==> config.mk <==
export PLATFORM = sky130hd
export DESIGN_NAME = mbist_sti_exec
export DESIGN_NICKNAME = d
export VERILOG_FILES = /design/src/rtl/mbist_sti_exec_pkg.sv /design/src/rtl/mbist_sti_exec_op_slot_sel.sv /design/src/rtl/mbist_sti_exec.sv
export SDC_FILE = /design/constraint.sdc
export NUM_CORES = 1
export LEC_CHECK = 0
export ABC_CLOCK_PERIOD_IN_PS = 4400
export CORE_MARGIN = 3
export CORE_UTILIZATION = 45
export CTS_CLUSTER_SIZE = 14
export DETAILED_ROUTE_END_ITERATION = 12
export GPL_TIMING_DRIVEN = 0
export HOLD_SLACK_MARGIN = 0.05
export PLACE_DENSITY = 0.87
export SYNTH_ARGS = -nofsm -noshare
export SYNTH_HDL_FRONTEND = slang
export SYNTH_SLANG_ARGS = --single-unit
==> constraint.sdc <==
create_clock -name clk -period 4.4 [get_ports clk]
set_clock_uncertainty 0.15 [all_clocks]
set_input_delay 0.88 -clock clk [delete_from_list [all_inputs] [get_ports clk]]
set_output_delay 0.88 -clock clk [all_outputs]
set_load 0.005 [all_outputs]
==> src/rtl/mbist_sti_exec_pkg.sv <==
// mbist_def: shared stimulus-word layout, slot helpers and executor state encoding.
package mbist_def;
  localparam int BIST_STI_WD = 13;
  localparam int SLOT_WD = 3;
  localparam int SLOT_N = 4;
  localparam int SLOT_IW = 2;
  localparam int DIR_BIT = 12;
  localparam int SLOT0_MSB = 11;
  localparam int VLD_OFF = 2;
  localparam int WR_OFF = 1;
  localparam int POL_OFF = 0;
  typedef enum logic [2:0] {IDLE, LOAD, RUN, NEXT, DONE} state_t;
  function automatic logic [SLOT_WD-1:0] slot_field(input logic [BIST_STI_WD-1:0] sti,
                                                    input logic [SLOT_IW-1:0] idx);
    return sti[SLOT0_MSB - SLOT_WD*int'(idx) -: SLOT_WD];
  endfunction
  function automatic logic [SLOT_N-1:0] valid_vec(input logic [BIST_STI_WD-1:0] sti);
    logic [SLOT_N-1:0] v;
    logic [SLOT_WD-1:0] f;
    v = '0;
    for (int i = 0; i < SLOT_N; i++) begin
      f = slot_field(sti, SLOT_IW'(i));
      v[i] = f[VLD_OFF];
    end
    return v;
  endfunction
endpackage

==> src/rtl/mbist_sti_exec_op_slot_sel.sv <==
// mbist_op_slot_sel: picks the next valid op slot after cur, flagging wrap to the first valid slot.
module mbist_op_slot_sel
  import mbist_def::*;
(
  input  logic [SLOT_N-1:0]  vld,
  input  logic [SLOT_IW-1:0] cur,
  output logic [SLOT_IW-1:0] nxt,
  output logic               wrap,
  output logic [SLOT_IW-1:0] first,
  output logic               any_vld
);
  always_comb begin
    first = '0;
    for (int i = SLOT_N-1; i >= 0; i--) if (vld[i]) first = SLOT_IW'(i);
    nxt = first;
    wrap = 1'b1;
    for (int i = SLOT_N-1; i >= 0; i--)
      if (vld[i] && i > int'(cur)) begin
        nxt = SLOT_IW'(i);
        wrap = 1'b0;
      end
  end
  assign any_vld = |vld;
endmodule

==> src/rtl/mbist_sti_exec.sv <==
// mbist_sti_exec: executes each selector stimulus as a March element over the address range.
module mbist_sti_exec
  import mbist_def::*;
#(
  parameter int BIST_ADDR_WD = 9,
  parameter int BIST_DATA_WD = 32,
  parameter logic [BIST_ADDR_WD-1:0] BIST_ADDR_START = 9'h000,
  parameter logic [BIST_ADDR_WD-1:0] BIST_ADDR_END = 9'h1F8,
  parameter logic [BIST_DATA_WD-1:0] BIST_DATA_PAT = 32'h5555_5555
) (
  input  logic                    clk,
  input  logic                    rst,
  input  logic                    start,
  input  logic                    hold,
  input  logic [BIST_STI_WD-1:0]  stimulus,
  input  logic                    last_stimulus,
  output logic                    sti_next,
  output logic                    mem_cs,
  output logic                    mem_we,
  output logic [BIST_ADDR_WD-1:0] mem_addr,
  output logic [BIST_DATA_WD-1:0] mem_wdata,
  output logic                    cmp_en,
  output logic [BIST_DATA_WD-1:0] exp_data,
  output logic                    busy,
  output logic                    done
);
  localparam logic [BIST_ADDR_WD-1:0] ONE = 1;
  state_t state, state_nx;
  logic [BIST_STI_WD-1:0] sti_q, sti_nx;
  logic [BIST_ADDR_WD-1:0] addr_q, addr_nx, addr_fin;
  logic [SLOT_IW-1:0] slot_q, slot_nx, slot_nxt, slot_first;
  logic [SLOT_N-1:0] vld;
  logic [SLOT_WD-1:0] fld;
  logic [BIST_DATA_WD-1:0] acc_data, rd_data;
  logic wrap, any_vld, dir, acc;
  // LOAD looks at the live stimulus so the first slot is known before it is latched
  assign vld = valid_vec(state == LOAD ? stimulus : sti_q);
  assign dir = sti_q[DIR_BIT];
  assign addr_fin = dir ? BIST_ADDR_START : BIST_ADDR_END;
  assign fld = slot_field(sti_q, slot_q);
  assign acc_data = fld[POL_OFF] ? ~BIST_DATA_PAT : BIST_DATA_PAT;
  assign sti_next = state == NEXT;
  assign busy = state inside {LOAD, RUN, NEXT};
  assign done = state == DONE;
  mbist_op_slot_sel u_sel (
    .vld(vld),
    .cur(slot_q),
    .nxt(slot_nxt),
    .wrap(wrap),
    .first(slot_first),
    .any_vld(any_vld)
  );
  always_comb begin
    state_nx = state;
    sti_nx = sti_q;
    addr_nx = addr_q;
    slot_nx = slot_q;
    acc = 1'b0;
    case (state)
      IDLE, DONE: state_nx = start ? LOAD : state;
      LOAD: begin
        sti_nx = stimulus;
        addr_nx = stimulus[DIR_BIT] ? BIST_ADDR_END : BIST_ADDR_START;
        slot_nx = slot_first;
        state_nx = any_vld ? RUN : NEXT;
      end
      RUN: if (!hold) begin
        acc = 1'b1;
        slot_nx = slot_nxt;
        if (wrap) begin
          if (addr_q == addr_fin) state_nx = NEXT;
          else addr_nx = dir ? addr_q - ONE : addr_q + ONE;
        end
      end
      NEXT: state_nx = last_stimulus ? DONE : LOAD;
      default: state_nx = IDLE;
    endcase
  end
  always_ff @(posedge clk or posedge rst) begin
    if (rst) begin
      state <= IDLE;
      sti_q <= '0;
      addr_q <= '0;
      slot_q <= '0;
      mem_cs <= 1'b0;
      mem_we <= 1'b0;
      mem_addr <= '0;
      mem_wdata <= '0;
      rd_data <= '0;
      cmp_en <= 1'b0;
      exp_data <= '0;
    end else begin
      state <= state_nx;
      sti_q <= sti_nx;
      addr_q <= addr_nx;
      slot_q <= slot_nx;
      mem_cs <= acc;
      cmp_en <= mem_cs & ~mem_we;
      if (acc) begin
        mem_we <= fld[WR_OFF];
        mem_addr <= addr_q;
        rd_data <= acc_data;
        if (fld[WR_OFF]) mem_wdata <= acc_data;
      end
      if (mem_cs & ~mem_we) exp_data <= rd_data;
    end
  end
endmodule
==> flow_summary.yaml, run 1 <==
timing:
  worst_pin_slew_ps: 663
  slew_viol_final: 0
  finalSetupViolCount: 0
  clock.fmax_ghz: 0.338
  finalCriticalPeriod_ps: 2960
  relSlewSlack_pct: 55.6
  setup_tns_ps: 0
  hold_violations: 0
  rsz0062_at_grt: "no"
  finalCritPeriodShare_pct: 67.2
floorplanning:
  core_area_um2: 6530
  die_height_um: 89.0
  die_x_um: 89.0
  initial_core_util_pct: 47.5
  die_area_um2: 7930
  pin_count: 97
  row_count: 29
routing:
  avgRoutedWirePerCell_um: 13.7
  drcViolationCount: 0
  final_antenna_net_count: 0
  routed_via_density: 5.06
  drt_wl_total_um: 6970
  dr.pass1.iters: 4
  dr_total_vias: 2583
  drt_iter0_drc: 126
yosys:
  synth_area_um2: 3100
  yosysSeqAreaShare_pct: 36.3
  ys_async_sr_fraction_pct: 100
  yosys_register_bits: 45
  yosysWarningCount: 0
  synth_edf_count: 0
  syn_nets: 359
  synth_top_flop_cell: "dfrtp_1"
  synthDistinctLibCells: 47
  avgSynthCellArea_um2: 9.46
  syn_inst: 328
global_routing:
  grt_util_all_layers_pct: 17.6
  antenna_found_initial: 0
  busiest_layer: "met2"
  grt_start_max_net_pins: 38
  grt_util_met2_pct: 31.4
  met3_usage_pct: 3.13
  gr-total-overflow: 0
  grt_use_met1_pct: 21.4
  grt_pass1_wl_um: 11100
  grt_pass1_vias: 2417
clock_tree:
  h-tree-depth: 2
  cts_sinks: 45
  cts_tree: "built"
  clk_pin_slew_worst_paths_ps: 80
  insertion_delay_ps: 300
  root_buffer: "clkbuf_8"
  post_cts_buffers: 0
  cts_resized: 0
  hold_buffers: 0
  clk_path_buf_depth: 2
  cts-buffers-inserted: 5
job:
  cap_viol_max_count: 0
power_and_ir_drop:
  irDropWorstVdd_uv: 368
  cellLeakagePower_nw: 1.97
  power_density_nw_per_um2: 791
  power.total_mw: 3.39
setup_path:
  cp_max_fo: 10
  worst_setup_path_end_kind: "register"
  reg2reg_depth: 9
  critPathLaunchType: "register"
  critPathKind: "reg2reg"
  crit_arrival_ps: 3000
  worstPathRequired_ps: 4440
status:
  status: "complete, no violations"
final_layout:
  drive_gt1_share_pct: 24.2
  fin_nets: 463
  area_growth_pct: 38.0
  diodes: 0
place:
  gp_congestion: 0.885
  io_buffers: 96
  hpwlAfterDp_um: 5430
min_path:
  holdPathStages: 2
  hold_path.class: "reg2reg"
==> layout make-up <==
type	count	area (um2)
fillers	524	2250
multi-input cells	199	1420
flip-flops and latches	45	1130
repair buffers	97	981
plain buffers	73	519
clock buffers	7	96.3
well taps	77	96.3
inverters	11	41.3
clock inverters	1	5.00
==> worst max-delay path: stages (launching register included) <==
cell	delay, ps
dfrtp_1	480
buf_2	310
inv_1	130
ha_1	290
buf_1	330
mux4_2	370
nand2b_1	150
a21o_1	150
nand3_1	140
mux2_2	340
==> cells in the mapped netlist (all sizes together) (4+ instances only) <==
| master | count | share of area, % |
|---|---|---|
| a211oi | 4 | 0.97 |
| a21oi | 9 | 1.5 |
| buf | 68 | 16 |
| clkbuf | 5 | 0.60 |
| dfrtp | 45 | 36 |
| ha | 12 | 4.8 |
| inv | 11 | 1.3 |
| mux2 | 17 | 6.2 |
| mux2i | 7 | 2.3 |
| mux4 | 5 | 3.6 |
| nand2 | 52 | 6.3 |
| nor2 | 19 | 2.3 |
| nor2b | 5 | 1.0 |
| nor3 | 4 | 0.65 |
| o211ai | 4 | 1.1 |
| o21ai | 10 | 1.6 |
| o31ai | 7 | 1.7 |
==> worst paths after layout <==
check / startpoint / endpoint / slack [ps]
worst max-delay path: slot_q[0]$_DFFE_PP0P_ / mem_wdata[29]$_DFFE_PP0P_ / 1440
worst min-delay path: sti_q[3]$_DFFE_PP0P_ / sti_q[3]$_DFFE_PP0P_ / 350
worst max register to register: slot_q[0]$_DFFE_PP0P_ / mem_wdata[29]$_DFFE_PP0P_ / 1440
worst min register to register: sti_q[3]$_DFFE_PP0P_ / sti_q[3]$_DFFE_PP0P_ / 350
max in group asynchronous: rst / mem_addr[6]$_DFFE_PP0P_ / 2990
min in group asynchronous: rst / mem_addr[2]$_DFFE_PP0P_ / 660
==> state kept, by name (all words and copies together), names as in the netlist <==
name / flops
addr_q: 9
cmp_en: 1
exp_data: 2
mem_addr: 9
mem_cs: 1
mem_wdata: 2
mem_we: 1
rd_data: 2
slot_q: 2
state: 3
sti_q: 13
==> per-stage QoR <==
step	worst slack (ps)	hold slack, ps	util, %	instances	area [um2]
2_1_floorplan	1730	307	-	328	3100
3_3_place_gp	1440	326	63.7	501	4160
3_5_place_dp	1470	338	64.0	502	4180
4_1_cts	1440	359	65.6	510	4280
5_1_grt	1220	381	65.6	510	4280
6_report	1440	354	65.6	510	4280
==> where the power goes <==
part | switching [mW] | internal [mW]
clock | 0.136 | 0.142
combinational | 0.917 | 1.37
sequential | 0.218 | 0.605
==> cells by family (layout without fill, tap and decap cells) <==
| kind of cell | count (synthesis) | count (layout) | share of synthesized area, % |
|---|---|---|---|
| AOI/OAI and AO/OA | 51 | 51 | 11.3 |
| xor gates and xnor gates | 6 | 6 | 1.69 |
| adders and majority gates | 13 | 13 | 5.48 |
| buffers and inverters | 84 | 189 | 18.1 |
| DFF | 45 | 45 | 36.3 |
| muxes | 29 | 29 | 12.1 |
| and+or+nand+nor | 100 | 100 | 15.1 |
==> cells in the final DEF (no fill, tap or decap), types with 2 or more instances in the layout <==
master           Yosys  routed
or3_1                2       2
buf_4               62      62
dfrtp_1             45      45
or4_1                2       2
nor2_1              19      19
nand2b_1             3       3
a21oi_1              9       9
o211ai_1             3       3
clkdlybuf4s50_1      0      96
clkbuf_1             5       5
o31ai_1              7       7
mux2_2              17      17
nand2_1             52      52
a21o_1               3       3
nor3_1               4       4
clkbuf_8             0       7
or3b_1               2       2
nor3b_2              2       2
o22ai_1              2       2
xor2_1               3       3
a31oi_1              2       2
buf_2                4       4
mux2i_1              7       7
nor2b_1              5       5
xnor2_1              3       3
mux4_2               5       5
ha_1                12      12
a211oi_1             4       4
o311ai_0             2       2
nand3_1              3       3
inv_1               11      10
o21ai_0             10      10
o21bai_1             2       2
==> routing by layer <==
metal  part of all wire (%)  wire length [um]
met5                      0                 0
met4                    1.3                93
met3                    4.5               314
met2                     53              3710
met1                     41              2850
Power figures use the tool's default switching activity.
==> inputs of run 2 (changes only) <==
ABC_CLOCK_PERIOD_IN_PS = 2500   (was 4400)
CORE_UTILIZATION = 43   (was 45)
clock period = 2.5 ns   (was 4.4 ns; I/O delays follow)
==> flow_summary.yaml, run 2 (synthesis results as in run 1) <==
status:
  status: "finished with violations"
  violations: "negative setup slack"
routing:
  drcViolationCount: 0
  avgRoutedWirePerCell_um: 14.2
  final_antenna_net_count: 0
  drt_wl_total_um: 7620
  dr.pass1.iters: 4
  routed_via_density: 4.94
  dr_total_vias: 2659
  drt_iter0_drc: 152
setup_path:
  worst-r2r-setup-slack_ps: -70
  cp_max_fo: 4
  crit_path_start: "sti_q[12]$_DFFE_PP0P_"
  worst_setup_path_end_kind: "register"
  reg2reg_from: "sti_q[12]$_DFFE_PP0P_"
  path_cells: "ha_4 > or4b_4 > or3_4 > o2111ai_4 > buf_4 > mux2_4"
  reg2reg_depth: 6
  worstPathRequired_ps: 2550
  critPathKind: "reg2reg"
  slowest_delay_ps: 480
  r2r_end: "addr_q[6]$_DFFE_PP0P_"
  crit_arrival_ps: 2610
  critPathLaunchType: "register"
  slowest_stage: "dfrtp_2"
place:
  io_buffers: 96
  gp_congestion: 0.859
  dp_cells: 521
  dpl_cell_area_um2: 4210
  hpwlAfterDp_um: 5450
  pre_cts_ws_ps: -314
job:
  cap_viol_max_count: 0
final_layout:
  drive_gt1_share_pct: 31.4
  top_register: "sti_q"
  fin_nets: 473
  diodes: 0
  reg_top3: "sti_q (13), addr_q (9), mem_addr (9)"
  design_area_um2: 4550
  area_growth_pct: 46.7
  mostFrequentLayoutCells: "96 x clkdlybuf4s50_1, 69 x buf_4, 49 x nand2_1, 43 x dfrtp_1, 19 x nor2_1"
  mostFrequentLayoutCell: "clkdlybuf4s50_1"
  largest_reg_flops: 13
  stdcell_count: 538
global_routing:
  grt_use_met1_pct: 21.4
  gr-total-overflow: 0
  grt_pass1_vias: 2553
  grt_start_max_net_pins: 45
  grt_util_all_layers_pct: 18.0
  busiest_layer: "met2"
  grt_pass1_wl_um: 12300
  grt_util_met2_pct: 33.4
  met3_usage_pct: 3.15
  antenna_found_initial: 0
power_and_ir_drop:
  power_density_nw_per_um2: 1460
  cellLeakagePower_nw: 2.06
  irDropWorstVdd_uv: 755
timing:
  clock.fmax_ghz: 0.390
  setup_tns_ps: -208
  hold_ws_ps: 219
  slew_viol_final: 0
  rsz0062_at_grt: "yes"
  finalCritPeriodShare_pct: 103
  hold_violations: 0
  finalCriticalPeriod_ps: 2570
  setup_ws_ps: -65.8
  worst_pin_slew_ps: 692
  finalSetupViolCount: 5
  relSlewSlack_pct: 53.7
clock_tree:
  cts-buffers-inserted: 5
  cts_sinks: 45
  hold_buffers: 0
  cts_tree: "built"
  root_buffer: "clkbuf_8"
  h-tree-depth: 2
  clk_pin_slew_worst_paths_ps: 90
  clk_path_buf_depth: 2
  insertion_delay_ps: 310
floorplanning:
  core_area_um2: 6910
  initial_core_util_pct: 44.9
  pin_count: 97
  die_height_um: 91.0
  die_area_um2: 8270
  die_x_um: 91.0
  row_count: 30
min_path:
  hold_path.class: "in2async"
==> run 2: cell count changes in the layout (fill, tap and decap cells not counted), moves of 5 or more <==
cell	previous run	this run
buf_4	62	69
buf_6	1	6
ha_1	12	7
o31ai_1	7	2
o31ai_2	0	5
==> run 2: where the power goes <==
group	switching [mW]	internal, mW
Combinational	1.85	2.77
Sequential	0.395	1.07
Clock	0.251	0.291
Total	2.49	4.13
==> run 2: worst max path at each step <==
| stage | slack (ps) | to | cells after the start |
|---|---|---|---|
| 2_1_floorplan | -30 | mem_wdata[29]$_DFFE_PP0P_ | 7 |
| 3_3_place_gp | -290 | addr_q[6]$_DFFE_PP0P_ | 5 |
| 3_5_place_dp | -310 | addr_q[7]$_DFFE_PP0P_ | 7 |
| 4_1_cts | -60 | addr_q[4]$_DFFE_PP0P_ | 6 |
| 5_1_grt | -130 | addr_q[6]$_DFFE_PP0P_ | 7 |
| 6_report | -70 | addr_q[6]$_DFFE_PP0P_ | 6 |
==> run 2: worst max-delay path: cells and delay by family, from the launching register on <==
kind | cells | cell delay [ps]
compound gates | 1 | 240
fa+ha+maj | 1 | 300
buf+inv | 1 | 160
flops | 1 | 480
mux | 1 | 280
simple gates | 2 | 840
==> run 2: routing by layer <==
metal	wire length [um]	up-vias	share of wire (%)
met5	0	-	0
li1	-	1296	-
met3	337	8	4.4
met2	4180	73	55
met4	61	0	0.80
met1	3040	1282	40
==> run 2: repair_timing <==
action | 4_1_cts | 5_1_grt
gates cloned | 1 | 0
buffers inserted | 7 | 2
pin swaps | 3 | 5
resized for setup | 15 | 29
setup endpoints to repair | 15 | 13
==> run 2: final cells by class <==
cell class	count	area [um2]
Buffer	73	544
Clock buffer	5	68.8
Clock inverter	2	35.0
Fill cell	578	2360
Inverter	11	41.3
Multi-Input combinational cell	199	1550
Sequential cell	45	1130
Tap cell	96	120
Timing Repair Buffer	107	1070
==> run 2: stage by stage <==
step / power [mW] / utilization, %
2_1_floorplan: 3.88 / -
3_3_place_gp: 5.33 / 60.6
3_5_place_dp: 5.50 / 60.9
4_1_cts: 6.32 / 64.1
5_1_grt: 7.11 / 65.9
6_report: 6.62 / 65.9
==> inputs of run 3 (changes only) <==
SETUP_SLACK_MARGIN = 0.3   (was unset)
==> flow_summary.yaml, run 3 (synthesis results as in run 1) <==
place:
  io_buffers: 96
  dp_cells: 521
  hpwlAfterDp_um: 5400
  gp_congestion: 0.877
  dpl_cell_area_um2: 4260
  pre_cts_ws_ps: -136
power_and_ir_drop:
  irDropWorstVdd_uv: 762
  cellLeakagePower_nw: 2.17
  power.total_mw: 6.99
  power_density_nw_per_um2: 1470
global_routing:
  grt_pass1_wl_um: 12400
  grt_start_max_net_pins: 35
  antenna_found_initial: 0
  grt_util_all_layers_pct: 17.9
  gr-total-overflow: 0
  grt_pass1_vias: 2644
clock_tree:
  cts_tree: "built"
  cts-buffers-inserted: 5
  root_buffer: "clkbuf_8"
  cts_sinks: 45
  clk_pin_slew_worst_paths_ps: 80
  clk_path_buf_depth: 2
  insertion_delay_ps: 310
  h-tree-depth: 2
final_layout:
  mostFrequentLayoutCell: "clkdlybuf4s50_1"
  mostFrequentLayoutCells: "94 x clkdlybuf4s50_1, 80 x buf_4, 51 x nand2_1, 38 x dfrtp_1, 17 x nor2_1"
  fin_nets: 488
  largest_reg_flops: 13
  design_area_um2: 4750
  area_growth_pct: 53.0
  final_core_util_pct: 68.7
  diodes: 0
  drive_gt1_share_pct: 34.7
  stdcell_count: 554
  reg_top3: "sti_q (13), addr_q (9), mem_addr (9)"
  top_register: "sti_q"
setup_path:
  crit_arrival_ps: 2580
  critPathLaunchType: "register"
  worst_setup_path_end_kind: "register"
  reg2reg_from: "sti_q[12]$_DFFE_PP0P_"
  cp_max_fo: 7
  r2r_end: "addr_q[6]$_DFFE_PP0P_"
  critPathKind: "reg2reg"
  worstPathRequired_ps: 2540
  reg2reg_depth: 6
  worst-r2r-setup-slack_ps: -40
  crit_path_start: "sti_q[12]$_DFFE_PP0P_"
  endpoint: "addr_q[6]$_DFFE_PP0P_"
floorplanning:
  pin_count: 97
  die_x_um: 91.0
  die_area_um2: 8270
  core_area_um2: 6910
  initial_core_util_pct: 44.9
  die_height_um: 91.0
  row_count: 30
routing:
  avgRoutedWirePerCell_um: 14.9
  dr.pass1.iters: 5
  routed_via_density: 5.03
  final_antenna_net_count: 0
  dr_total_vias: 2786
  drcViolationCount: 0
  drt_iter0_drc: 251
  drt_wl_total_um: 8280
timing:
  clock.fmax_ghz: 0.394
  hold_ws_ps: 292
  slew_viol_final: 0
  finalCriticalPeriod_ps: 2540
  hold_violations: 0
  setup_tns_ps: -117
  finalCritPeriodShare_pct: 102
  worst_pin_slew_ps: 555
  relSlewSlack_pct: 62.6
  rsz0062_at_grt: "yes"
  setup_ws_ps: -39.1
  finalSetupViolCount: 6
status:
  status: "finished with violations"
  violations: "negative setup slack"
job:
  cap_viol_max_count: 0
min_path:
  hold_path.class: "in2async"
[run 3: worst min-delay path by stage]
stage,startpoint,end,depth (start not counted),slack [ps]
global placement,rd_data[30]$_DFFE_PP0P_,rd_data[30]$_DFFE_PP0P_,1,320
floorplan,sti_q[7]$_DFFE_PP0P_,sti_q[7]$_DFFE_PP0P_,2,310
CTS,rst,sti_q[9]$_DFFE_PP0P_,2,300
detailed placement,rd_data[30]$_DFFE_PP0P_,rd_data[30]$_DFFE_PP0P_,1,330
global route,rst,sti_q[2]$_DFF_PP0_,2,320
finish,rst,sti_q[9]$_DFFE_PP0P_,2,290
[run 3: per-layer routing]
| layer | share of wire (%) | vias to the layer above | global-route usage [%] |
|---|---|---|---|
| met1 | 38 | 1352 | 20.3 |
| met2 | 56 | 98 | 33.7 |
| met5 | 0 | - | 0 |
| met4 | 1.3 | 0 | 5.53 |
| met3 | 5.3 | 12 | 3.07 |
| li1 | - | 1324 | - |
[run 3: critical path, cell delays in order (launching register included)]
cell	delay [ps]
dfrtp_2	480
ha_4	290
or4b_4	450
or3_4	370
o2111ai_4	220
buf_12	160
mux2_4	300
[run 3: final cells by class]
type | count | area, um2
Buffer | 73 | 563
Clock buffer | 6 | 72.6
Clock inverter | 2 | 10.0
Fill cell | 515 | 2160
Inverter | 11 | 48.8
Multi-Input combinational cell | 199 | 1610
Sequential cell | 45 | 1130
Tap cell | 96 | 120
Timing Repair Buffer | 122 | 1190
[run 3: power breakdown]
group	total, mW	switching [mW]	internal [mW]
registers	1.43	0.356	1.08
clock network	0.451	0.257	0.194
logic	5.10	2.05	3.06
total	6.99	2.66	4.33
[run 3: repair_timing]
item,CTS,global route
cloned,0,1
setup buffers,12,12
hold buffers,0,0
endpoints found under the setup margin,86,39
pin swaps,6,6
resized for setup,26,25
